[src/rtl/clkdvd_pkg.sv]
// rtl/clkdvd_pkg.sv - shared types, select encodings and Gray step function for the clock divider
package clkdvd_pkg;

    typedef logic [1:0] sel_t;

    typedef enum logic {
        RUN  = 1'b0,
        PEND = 1'b1
    } state_t;

    localparam sel_t SEL_DIV2  = 2'b00;
    localparam sel_t SEL_DIV4  = 2'b01;
    localparam sel_t SEL_DIV16 = 2'b11;
    localparam sel_t SEL_DIV8  = 2'b10;

    // Auto sequencer walks the selects in Gray order so one bit flips per step.
    function automatic sel_t next_sel(input sel_t s);
        case (s)
            SEL_DIV2:  next_sel = SEL_DIV4;
            SEL_DIV4:  next_sel = SEL_DIV16;
            SEL_DIV16: next_sel = SEL_DIV8;
            default:   next_sel = SEL_DIV2;
        endcase
    endfunction

endpackage

[src/rtl/clkdvd_core.sv]
// rtl/clkdvd_core.sv - half-period counter, divided output and period-boundary/tick generation
module clkdvd_core
    import clkdvd_pkg::*;
#(
    parameter int BASE_SHIFT = 0
) (
    input  logic clk,
    input  logic rst,
    input  sel_t sel,
    output logic out,
    output logic tick,
    output logic pb
);

    localparam int CW = 4 + BASE_SHIFT;

    logic [CW-1:0] cnt_q, cnt_d;
    logic [CW-1:0] half_m1;
    logic          out_q, out_d;
    logic          tick_q, tick_d;
    logic          at_end;

    // A select change is only applied at pb, where cnt and out wrap to zero
    // anyway, so the new half-period starts cleanly with no special load path.
    always_comb begin
        half_m1 = (CW'(1) << (32'(sel) + BASE_SHIFT)) - CW'(1);
        at_end  = (cnt_q == half_m1);
        pb      = at_end && out_q;
        cnt_d   = at_end ? '0 : cnt_q + CW'(1);
        out_d   = at_end ? ~out_q : out_q;
        tick_d  = pb;
    end

    always_ff @(posedge clk) begin
        if (rst) begin
            cnt_q  <= '0;
            out_q  <= 1'b0;
            tick_q <= 1'b0;
        end else begin
            cnt_q  <= cnt_d;
            out_q  <= out_d;
            tick_q <= tick_d;
        end
    end

    assign out  = out_q;
    assign tick = tick_q;

endmodule

[src/rtl/clkdvd_ctrl.sv]
// rtl/clkdvd_ctrl.sv - rate controller (request port, auto sequencer) around clkdvd_core; CLKDVD_CTRL_SWCNT_EN adds sw_count
module clkdvd_ctrl
    import clkdvd_pkg::*;
#(
    parameter sel_t RST_SEL    = 2'b00,
    parameter int   BASE_SHIFT = 0,
    parameter int   DWELL_W    = 16
) (
    input  logic               clk,
    input  logic               rst,
    input  logic               req_valid,
    input  logic [1:0]         req_sel,
    output logic               req_ready,
    input  logic               auto_en,
    input  logic [DWELL_W-1:0] dwell,
    output logic [1:0]         cur_sel,
    output logic               busy,
`ifdef CLKDVD_CTRL_SWCNT_EN
    output logic [15:0]        sw_count,
`endif
    output logic               tick,
    output logic               out
);

    state_t             state_q, state_d;
    sel_t               cur_sel_q, cur_sel_d;
    sel_t               pend_sel_q, pend_sel_d;
    logic [DWELL_W-1:0] dcnt_q, dcnt_d;
    logic [DWELL_W-1:0] dwell_m1;
    logic               req_ready_q, req_ready_d;
    logic               busy_q, busy_d;
    logic               accept;
    logic               pb;
`ifdef CLKDVD_CTRL_SWCNT_EN
    logic [15:0]        sw_count_q, sw_count_d;
`endif

    clkdvd_core #(
        .BASE_SHIFT(BASE_SHIFT)
    ) u_core (
        .clk (clk),
        .rst (rst),
        .sel (cur_sel_q),
        .out (out),
        .tick(tick),
        .pb  (pb)
    );

    // req_ready is registered, so a request offered in the cycle auto_en
    // rises is still accepted and runs to completion through PEND.
    assign accept   = req_valid && req_ready_q;
    assign dwell_m1 = (dwell == '0) ? '0 : dwell - DWELL_W'(1);

    always_comb begin
        state_d    = state_q;
        cur_sel_d  = cur_sel_q;
        pend_sel_d = pend_sel_q;
        dcnt_d     = auto_en ? dcnt_q : '0;
`ifdef CLKDVD_CTRL_SWCNT_EN
        sw_count_d = sw_count_q;
`endif
        case (state_q)
            RUN: begin
                if (accept && (req_sel != cur_sel_q)) begin
                    pend_sel_d = req_sel;
                    state_d    = PEND;
                end else if (auto_en && pb) begin
                    if (dcnt_q == dwell_m1) begin
                        pend_sel_d = next_sel(cur_sel_q);
                        cur_sel_d  = next_sel(cur_sel_q);
                        dcnt_d     = '0;
`ifdef CLKDVD_CTRL_SWCNT_EN
                        sw_count_d = sw_count_q + 16'd1;
`endif
                    end else begin
                        dcnt_d = dcnt_q + DWELL_W'(1);
                    end
                end
            end
            PEND: begin
                if (pb) begin
                    cur_sel_d = pend_sel_q;
                    state_d   = RUN;
`ifdef CLKDVD_CTRL_SWCNT_EN
                    sw_count_d = sw_count_q + 16'd1;
`endif
                end
            end
            default: state_d = RUN;
        endcase
        busy_d      = (state_d == PEND);
        req_ready_d = (state_d == RUN) && !auto_en;
    end

    always_ff @(posedge clk) begin
        if (rst) begin
            state_q     <= RUN;
            cur_sel_q   <= RST_SEL;
            pend_sel_q  <= RST_SEL;
            dcnt_q      <= '0;
            req_ready_q <= 1'b0;
            busy_q      <= 1'b0;
`ifdef CLKDVD_CTRL_SWCNT_EN
            sw_count_q  <= '0;
`endif
        end else begin
            state_q     <= state_d;
            cur_sel_q   <= cur_sel_d;
            pend_sel_q  <= pend_sel_d;
            dcnt_q      <= dcnt_d;
            req_ready_q <= req_ready_d;
            busy_q      <= busy_d;
`ifdef CLKDVD_CTRL_SWCNT_EN
            sw_count_q  <= sw_count_d;
`endif
        end
    end

    assign cur_sel   = cur_sel_q;
    assign busy      = busy_q;
    assign req_ready = req_ready_q;
`ifdef CLKDVD_CTRL_SWCNT_EN
    assign sw_count  = sw_count_q;
`endif

endmodule

[config.mk]
export PLATFORM = sky130hd
export DESIGN_NAME = clkdvd_ctrl
export DESIGN_NICKNAME = d
export VERILOG_FILES = /design/src/rtl/clkdvd_pkg.sv /design/src/rtl/clkdvd_core.sv /design/src/rtl/clkdvd_ctrl.sv
export SDC_FILE = /design/constraint.sdc
export NUM_CORES = 1
export LEC_CHECK = 0
export ABC_AREA = 1
export ABC_CLOCK_PERIOD_IN_PS = 2000
export CORE_UTILIZATION = 32
export CTS_BUF_LIST = sky130_fd_sc_hd__clkbuf_8
export CTS_CLUSTER_DIAMETER = 30
export DETAILED_ROUTE_END_ITERATION = 6
export SLEW_MARGIN = 20
export SYNTH_ARGS = -nofsm -noshare
export SYNTH_HDL_FRONTEND = slang
export SYNTH_HIERARCHICAL = 1
export SYNTH_SLANG_ARGS = --single-unit
[constraint.sdc]
create_clock -name clk -period 2 [get_ports clk]
set_input_delay 0.4 -clock clk [delete_from_list [all_inputs] [get_ports clk]]
set_output_delay 0.4 -clock clk [all_outputs]
set_load 0.005 [all_outputs]
==> flow_summary.json, run 1 <==
{
  "layout-drive-gt1-share_pct": 35.1,
  "synth-seq-cells": 28,
  "fin_skew_ns": 0.0101,
  "worst_slew_pin_slew_ns": 0.378,
  "path_depth": 18,
  "cp.buffers_inverters": 5,
  "slew_headroom_pct": 74.7,
  "via_per_inst": 4.82,
  "ant_nets": 0,
  "grt_pass1_wl_um": 14100,
  "drtIter0Drc": 128,
  "nets": 601,
  "worst_ep_arrival_time_ns": 2.33,
  "p_clk_share_pct": 29.3,
  "fp-row-count": 32,
  "pwr-share-comb_pct": 32.6,
  "worst_slack_ns": -0.157,
  "grt_pass1_vias": 3165,
  "power.switching_mw": 0.503,
  "root_buffer": "clkbuf_8",
  "diodes": 0,
  "wl_per_cell_um": 12.7,
  "die_w_um": 92.9,
  "dp_hpwl_um": 6010,
  "grt_max_degree": 17,
  "nFillCells": 798,
  "ys_async_sr_fraction_pct": 0,
  "crit_family": "simple AND/OR/NAND/NOR gates",
  "io_pins": 28,
  "start_util_pct": 33.7,
  "final_cell_area_mm2": 0.00408,
  "first_pass_iters": 4,
  "grt_usage_pct": 20.3,
  "routed_wl_um": 8620,
  "intPower_mw": 1.08,
  "slew_viol_final": 0,
  "required_ns": 2.18,
  "fin_setup_tns_ns": -1.94,
  "cts.sink_count": 28,
  "post-route-period-util_pct": 108,
  "crit_path_frequent_cell": "nand2_1",
  "p_leak_nw": 1.88,
  "finalSetupViolCount": 20,
  "maxCapViolCount": 0,
  "synth-edff-count": 0,
  "cp-start-kind": "primary input",
  "via_count": 3264,
  "path_cells": "buf_6 > clkinvlp_4 > ha_4 > nand2_4 > nor2_4 > buf_12 > buf_4 > nand2_4 > buf_4 > nand3_1 > nand2_1 > nand2_1 > a21oi_1 > nand2_1 > nor3_2 > nand2_2 > nand2_1 > a21oi_1",
  "numPortBuffers": 27,
  "antenna_found_initial": 0,
  "synth_fp_nets": 485,
  "clockBufferDepth": 2,
  "yosysUniqueCellTypes": 31,
  "synth_ff_type": "dfxtp_1",
  "ff2ff_path_depth": 12,
  "synthCells": 460,
  "path_class": "primary input to flop",
  "end_kind": "flop",
  "place.gp.congestion": 0.853,
  "slowest_delay_ns": 0.21,
  "cp_slowest_cell": "nor3_2",
  "powerDensity_mw_per_mm2": 388,
  "hold_buffers": 0,
  "dieArea_mm2": 0.00863,
  "synth_warnings": 6,
  "swShare_pct": 31.8,
  "hold_depth": 2,
  "numCtsBuffers": 3,
  "report.final.hold_viol_count": 0,
  "overflow": 0,
  "drc": 0,
  "final_cell_mix": "nand2_1 (120), buf_4 (75), inv_1 (64)",
  "syn-cell-area_mm2": 0.00264,
  "period_minus_slack_ns": 2.16,
  "violations": "setup timing",
  "place_area_mm2": 0.00349,
  "final_common_cell": "nand2_1",
  "yosysSeqAreaShare_pct": 21.2,
  "clock_latency_ns": 0.28,
  "fmax_mhz": 464,
  "status": "finished, violations left",
  "rsz0062_at_grt": "yes",
  "critical_path_peak_fanout": 5,
  "vdd_ir_drop_max_mv": 0.262,
  "hold_class": "flop to flop",
  "fp.dieH_um": 92.9,
  "cts_tree": "yes",
  "avgSynthCellArea_um2": 5.74,
  "power_frac_seq_pct": 38.1,
  "design.core.area_mm2": 0.00785,
  "syn_to_final_growth_pct": 54.2,
  "h-tree-depth": 1,
  "clk_pin_slew_ns": 0.11
}
## final timing paths
path | start | slack [ns] | end
worst max register to register | cur_sel[0]$_SDFFE_PP0P_ | -0.01 | dcnt_q[14]$_SDFF_PP0_
worst min register to register | u_core/out$_SDFFE_PP0N_ | 0.52 | u_core/tick$_SDFF_PP0_
worst min-delay path | u_core/out$_SDFFE_PP0N_ | 0.52 | u_core/tick$_SDFF_PP0_
worst max-delay path | dwell[0] | -0.16 | dcnt_q[5]$_SDFF_PP0_
## Yosys cell counts, types with 2 or more instances
cell / instances / area share (%)
a21oi_1: 30 / 5.7
buf_2: 2 / 0.38
buf_6: 2 / 0.85
clkbuf_1: 3 / 0.43
dfxtp_1: 28 / 21
ha_1: 3 / 1.4
inv_1: 67 / 9.5
nand2_1: 136 / 19
nand2_2: 11 / 2.6
nand3_1: 38 / 7.2
nand3_2: 6 / 2.3
nand3b_1: 3 / 0.85
nand4_1: 17 / 4.0
nor2_1: 50 / 7.1
nor2_2: 10 / 2.4
nor2_4: 4 / 1.7
nor3_1: 6 / 1.1
o21ai_0: 19 / 3.6
o21bai_1: 2 / 0.57
xnor2_1: 2 / 0.66
xor2_1: 11 / 3.6
## per-stage QoR
stage	cells	hold WS (ns)	setup slack [ns]	utilization, %	total power [mW]
6_report	677	0.517	-0.157	51.9	1.58
5_1_grt	677	0.562	-0.282	51.9	1.67
4_1_cts	678	0.516	-0.123	50.5	1.56
3_5_place_dp	644	0.498	-0.794	44.5	1.06
3_3_place_gp	644	0.491	-0.762	44.5	1.06
2_1_floorplan	460	0.463	-0.0448	-	0.852
## cell families after synthesis
logic type                 count (synthesis)  share of synthesized area, %
buffers and inverters                     76                          11.5
xor gates and xnor gates                  13                          4.31
and+or+nand+nor                          287                          50.9
DFF                                       28                          21.2
AOI/OAI and AO/OA                         53                          10.7
adders and majority gates                  3                          1.42
## tightest hold or removal path, delay by kind of cell, from the launching register on
| family | cells | cell delay (ns) |
|---|---|---|
| buffers and inverters | 1 | 0.09 |
| flip-flops | 1 | 0.33 |
| AND/OR/NAND/NOR | 1 | 0.06 |
## flip-flops by register name, summed over array words and instances, names as in the netlist
name	flops
cur_sel	2
u_core/tick	1
dcnt_q	16
busy	1
req_ready	1
u_core/out	1
pend_sel_q	2
u_core/cnt_q	4
## area by class of cell
class | count | area [µm²] | share of cell area, %
multi-input cells | 358 | 2100 | 51.5
repair buffers | 117 | 957 | 23.5
flip-flops and latches | 28 | 561 | 13.8
inverters | 68 | 259 | 6.36
well taps | 102 | 128 | 3.13
clock buffers | 3 | 41.3 | 1.01
clock inverters | 1 | 30.0 | 0.737
## power by group through the flow
stage | sequential (mW) | clock (mW) | combinational, mW
after global routing | 0.607 | 0.495 | 0.571
after floorplan | 0.610 | 0 | 0.243
after CTS | 0.602 | 0.469 | 0.491
after detailed placement | 0.614 | 0 | 0.450
final | 0.602 | 0.464 | 0.516
after global placement | 0.614 | 0 | 0.447
## repair_timing
| action | 4_1_cts | 5_1_grt |
|---|---|---|
| setup endpoints to repair | 20 | 20 |
| cloned | 2 | 0 |
| pin swaps | 40 | 28 |
| setup buffers | 28 | 0 |
| resized for setup | 119 | 37 |
## routing by layer
metal  track usage (%)  share of wire, %  up-vias
li1                  -                 -     1690
met4              6.54               2.2        0
met1              24.9                44     1495
met5                 0                 0        -
met3              1.23               3.0       14
met2              37.5                50       65
No activity file was read; power rests on OpenSTA's default activity.
==> run 2, diff against run 1 <==
--- a/config.mk
+++ b/config.mk
@@ -11,6 +11,7 @@
 export CTS_BUF_LIST = sky130_fd_sc_hd__clkbuf_8
 export CTS_CLUSTER_DIAMETER = 30
 export DETAILED_ROUTE_END_ITERATION = 6
+export PLACE_DENSITY = 0.54
 export SLEW_MARGIN = 20
 export SYNTH_ARGS = -nofsm -noshare
 export SYNTH_HDL_FRONTEND = slang
==> run 2 against run 1 <==
Net effect:
- the run still ends with setup timing left
- non-clock buffer count decreased by 11
- first-iteration DRC count down 5.5%
- power is 10% lower
- critical path type unchanged
- via count shrank 1.6%
- die area unchanged
- design area is 1.3% lower
==> flow_summary.json, run 2 (synthesis results as in run 1) <==
{
  "status": "finished, violations left",
  "violations": "setup timing",
  "cp-start-kind": "primary input",
  "hold_class": "flop to flop",
  "h-tree-depth": 1,
  "place.gp.congestion": 0.900,
  "root_buffer": "clkbuf_8",
  "critical_path_peak_fanout": 5,
  "grt_usage_pct": 20.3,
  "worst_ep_arrival_time_ns": 2.29,
  "cp_slowest_cell": "nor2_4",
  "path_cells": "buf_6 > clkinvlp_4 > ha_4 > nand2_4 > nor2_4 > buf_4 > nand2_4 > nand4_1 > nand2_2 > nor2_1 > nand2_1 > nor2_4 > nand3_4 > nand2_2 > nand3_4 > nand2_1 > nand2_1 > nor2_1",
  "hold_buffers": 0,
  "intPower_mw": 0.944,
  "hold_depth": 2,
  "p_leak_nw": 1.83,
  "min_from": "u_core/out$_SDFFE_PP0N_",
  "power.switching_mw": 0.480,
  "period_minus_slack_ns": 2.08,
  "fp.dieH_um": 92.9,
  "setup.worst_path.start": "dwell[0]",
  "final_common_cell": "nand2_1",
  "cts.sink_count": 28,
  "maxCapViolCount": 0,
  "clock_latency_ns": 0.27,
  "pwr-share-comb_pct": 36.5,
  "via_per_inst": 4.82,
  "r2r_slack_ns": 0.02,
  "final_cell_area_mm2": 0.00402,
  "start_util_pct": 33.7,
  "required_ns": 2.21,
  "io_pins": 28,
  "overflow": 0,
  "finalSetupViolCount": 12,
  "numCtsBuffers": 3,
  "post-route-period-util_pct": 104,
  "end_kind": "flop",
  "r2r_start": "dcnt_q[0]$_SDFF_PP0_",
  "worst_slew_pin_slew_ns": 0.371,
  "ff2ff_path_depth": 11,
  "drtIter0Drc": 121,
  "clk_pin_slew_ns": 0.09,
  "hold_end": "u_core/tick$_SDFF_PP0_",
  "die_w_um": 92.9,
  "numPortBuffers": 27,
  "layout-drive-gt1-share_pct": 36.0,
  "slew_headroom_pct": 75.2,
  "fmax_mhz": 481,
  "regToRegEndpoint": "dcnt_q[14]$_SDFF_PP0_",
  "powerDensity_mw_per_mm2": 354,
  "worst_slack_ns": -0.0788,
  "dieArea_mm2": 0.00863,
  "syn_to_final_growth_pct": 52.2,
  "nets": 591,
  "cp.buffers_inverters": 3,
  "cts_tree": "yes",
  "vdd_ir_drop_max_mv": 0.272,
  "path_class": "primary input to flop",
  "final_core_util_pct": 51.2,
  "dp_hpwl_um": 6040,
  "top_register": "dcnt_q",
  "crit_path_frequent_cell": "nand2_1",
  "swShare_pct": 33.7,
  "ant_nets": 0,
  "hold_slack_ns": 0.507,
  "fin_skew_ns": 0.00475,
  "clockBufferDepth": 2,
  "fin_setup_tns_ns": -0.375,
  "crit_family": "simple AND/OR/NAND/NOR gates",
  "rsz0062_at_grt": "yes",
  "via_count": 3212,
  "fp-row-count": 32,
  "grt_pass1_vias": 3242,
  "report.final.hold_viol_count": 0,
  "antenna_found_initial": 0,
  "slowest_delay_ns": 0.19,
  "power_frac_seq_pct": 42.4,
  "slew_viol_final": 0,
  "drc": 0,
  "design.core.area_mm2": 0.00785,
  "routed_wl_um": 8400,
  "p_clk_share_pct": 21.1,
  "grt_pass1_wl_um": 14300,
  "place_area_mm2": 0.00349,
  "largest_reg_flops": 16,
  "final_cell_mix": "nand2_1 (113), buf_4 (71), inv_1 (65)",
  "wl_per_cell_um": 12.6,
  "first_pass_iters": 4,
  "grt_max_degree": 15,
  "diodes": 0,
  "reg_top3": "dcnt_q: 16 flops, u_core/cnt_q: 4 flops"
}
run 2: power by group through the flow:
stage | Sequential, mW | Combinational (mW) | Clock, mW
finish | 0.604 | 0.520 | 0.301
global route | 0.607 | 0.574 | 0.343
CTS | 0.603 | 0.497 | 0.316
detailed placement | 0.616 | 0.452 | 0
global placement | 0.616 | 0.448 | 0
floorplan | 0.610 | 0.243 | 0
run 2: layout make-up:
class	instances	area, µm²
clock buffers	3	41.3
repair buffers	106	861
well taps	102	128
inverters	68	259
flip-flops and latches	28	562
fillers	806	3830
multi-input cells	359	2170
run 2: through the flow:
stage          setup WS (ns)  power, mW  std cells
2_1_floorplan        -0.0448      0.852        460
3_3_place_gp          -0.781       1.06        642
3_5_place_dp          -0.835       1.07        642
4_1_cts             -0.00302       1.42        663
5_1_grt               -0.204       1.52        666
6_report             -0.0788       1.42        666
run 2: worst max-delay path by stage:
| stage | endpoint | slack, ns | cells after the start |
|---|---|---|---|
| after floorplan | cur_sel[0]$_SDFFE_PP0P_ | -0.04 | 16 |
| after global placement | dcnt_q[2]$_SDFF_PP0_ | -0.78 | 17 |
| after detailed placement | dcnt_q[2]$_SDFF_PP0_ | -0.84 | 17 |
| after CTS | cur_sel[0]$_SDFFE_PP0P_ | -0.003 | 18 |
| after global routing | cur_sel[0]$_SDFFE_PP0P_ | -0.20 | 18 |
| final | pend_sel_q[0]$_SDFFE_PP0P_ | -0.08 | 18 |
run 2: tightest hold or removal path, delay by kind of cell, from the launching register on:
kind	cells	cell delay [ns]
buffers and inverters	1	0.09
and+or+nand+nor	1	0.06
DFF	1	0.32
run 2: what timing repair did:
item / CTS / global route
setup endpoints to repair: 20 / 20
resized for setup: 138 / 24
cloned: 4 / 0
pin swaps: 57 / 17
buffers inserted: 15 / 3
run 2: layer usage:
metal | share of wire, % | vias up | track usage [%]
li1 | - | 1673 | -
met1 | 44 | 1431 | 23.8
met2 | 50 | 89 | 37.6
met3 | 4.0 | 19 | 1.81
met4 | 2.5 | 0 | 8.46
met5 | 0 | - | 0
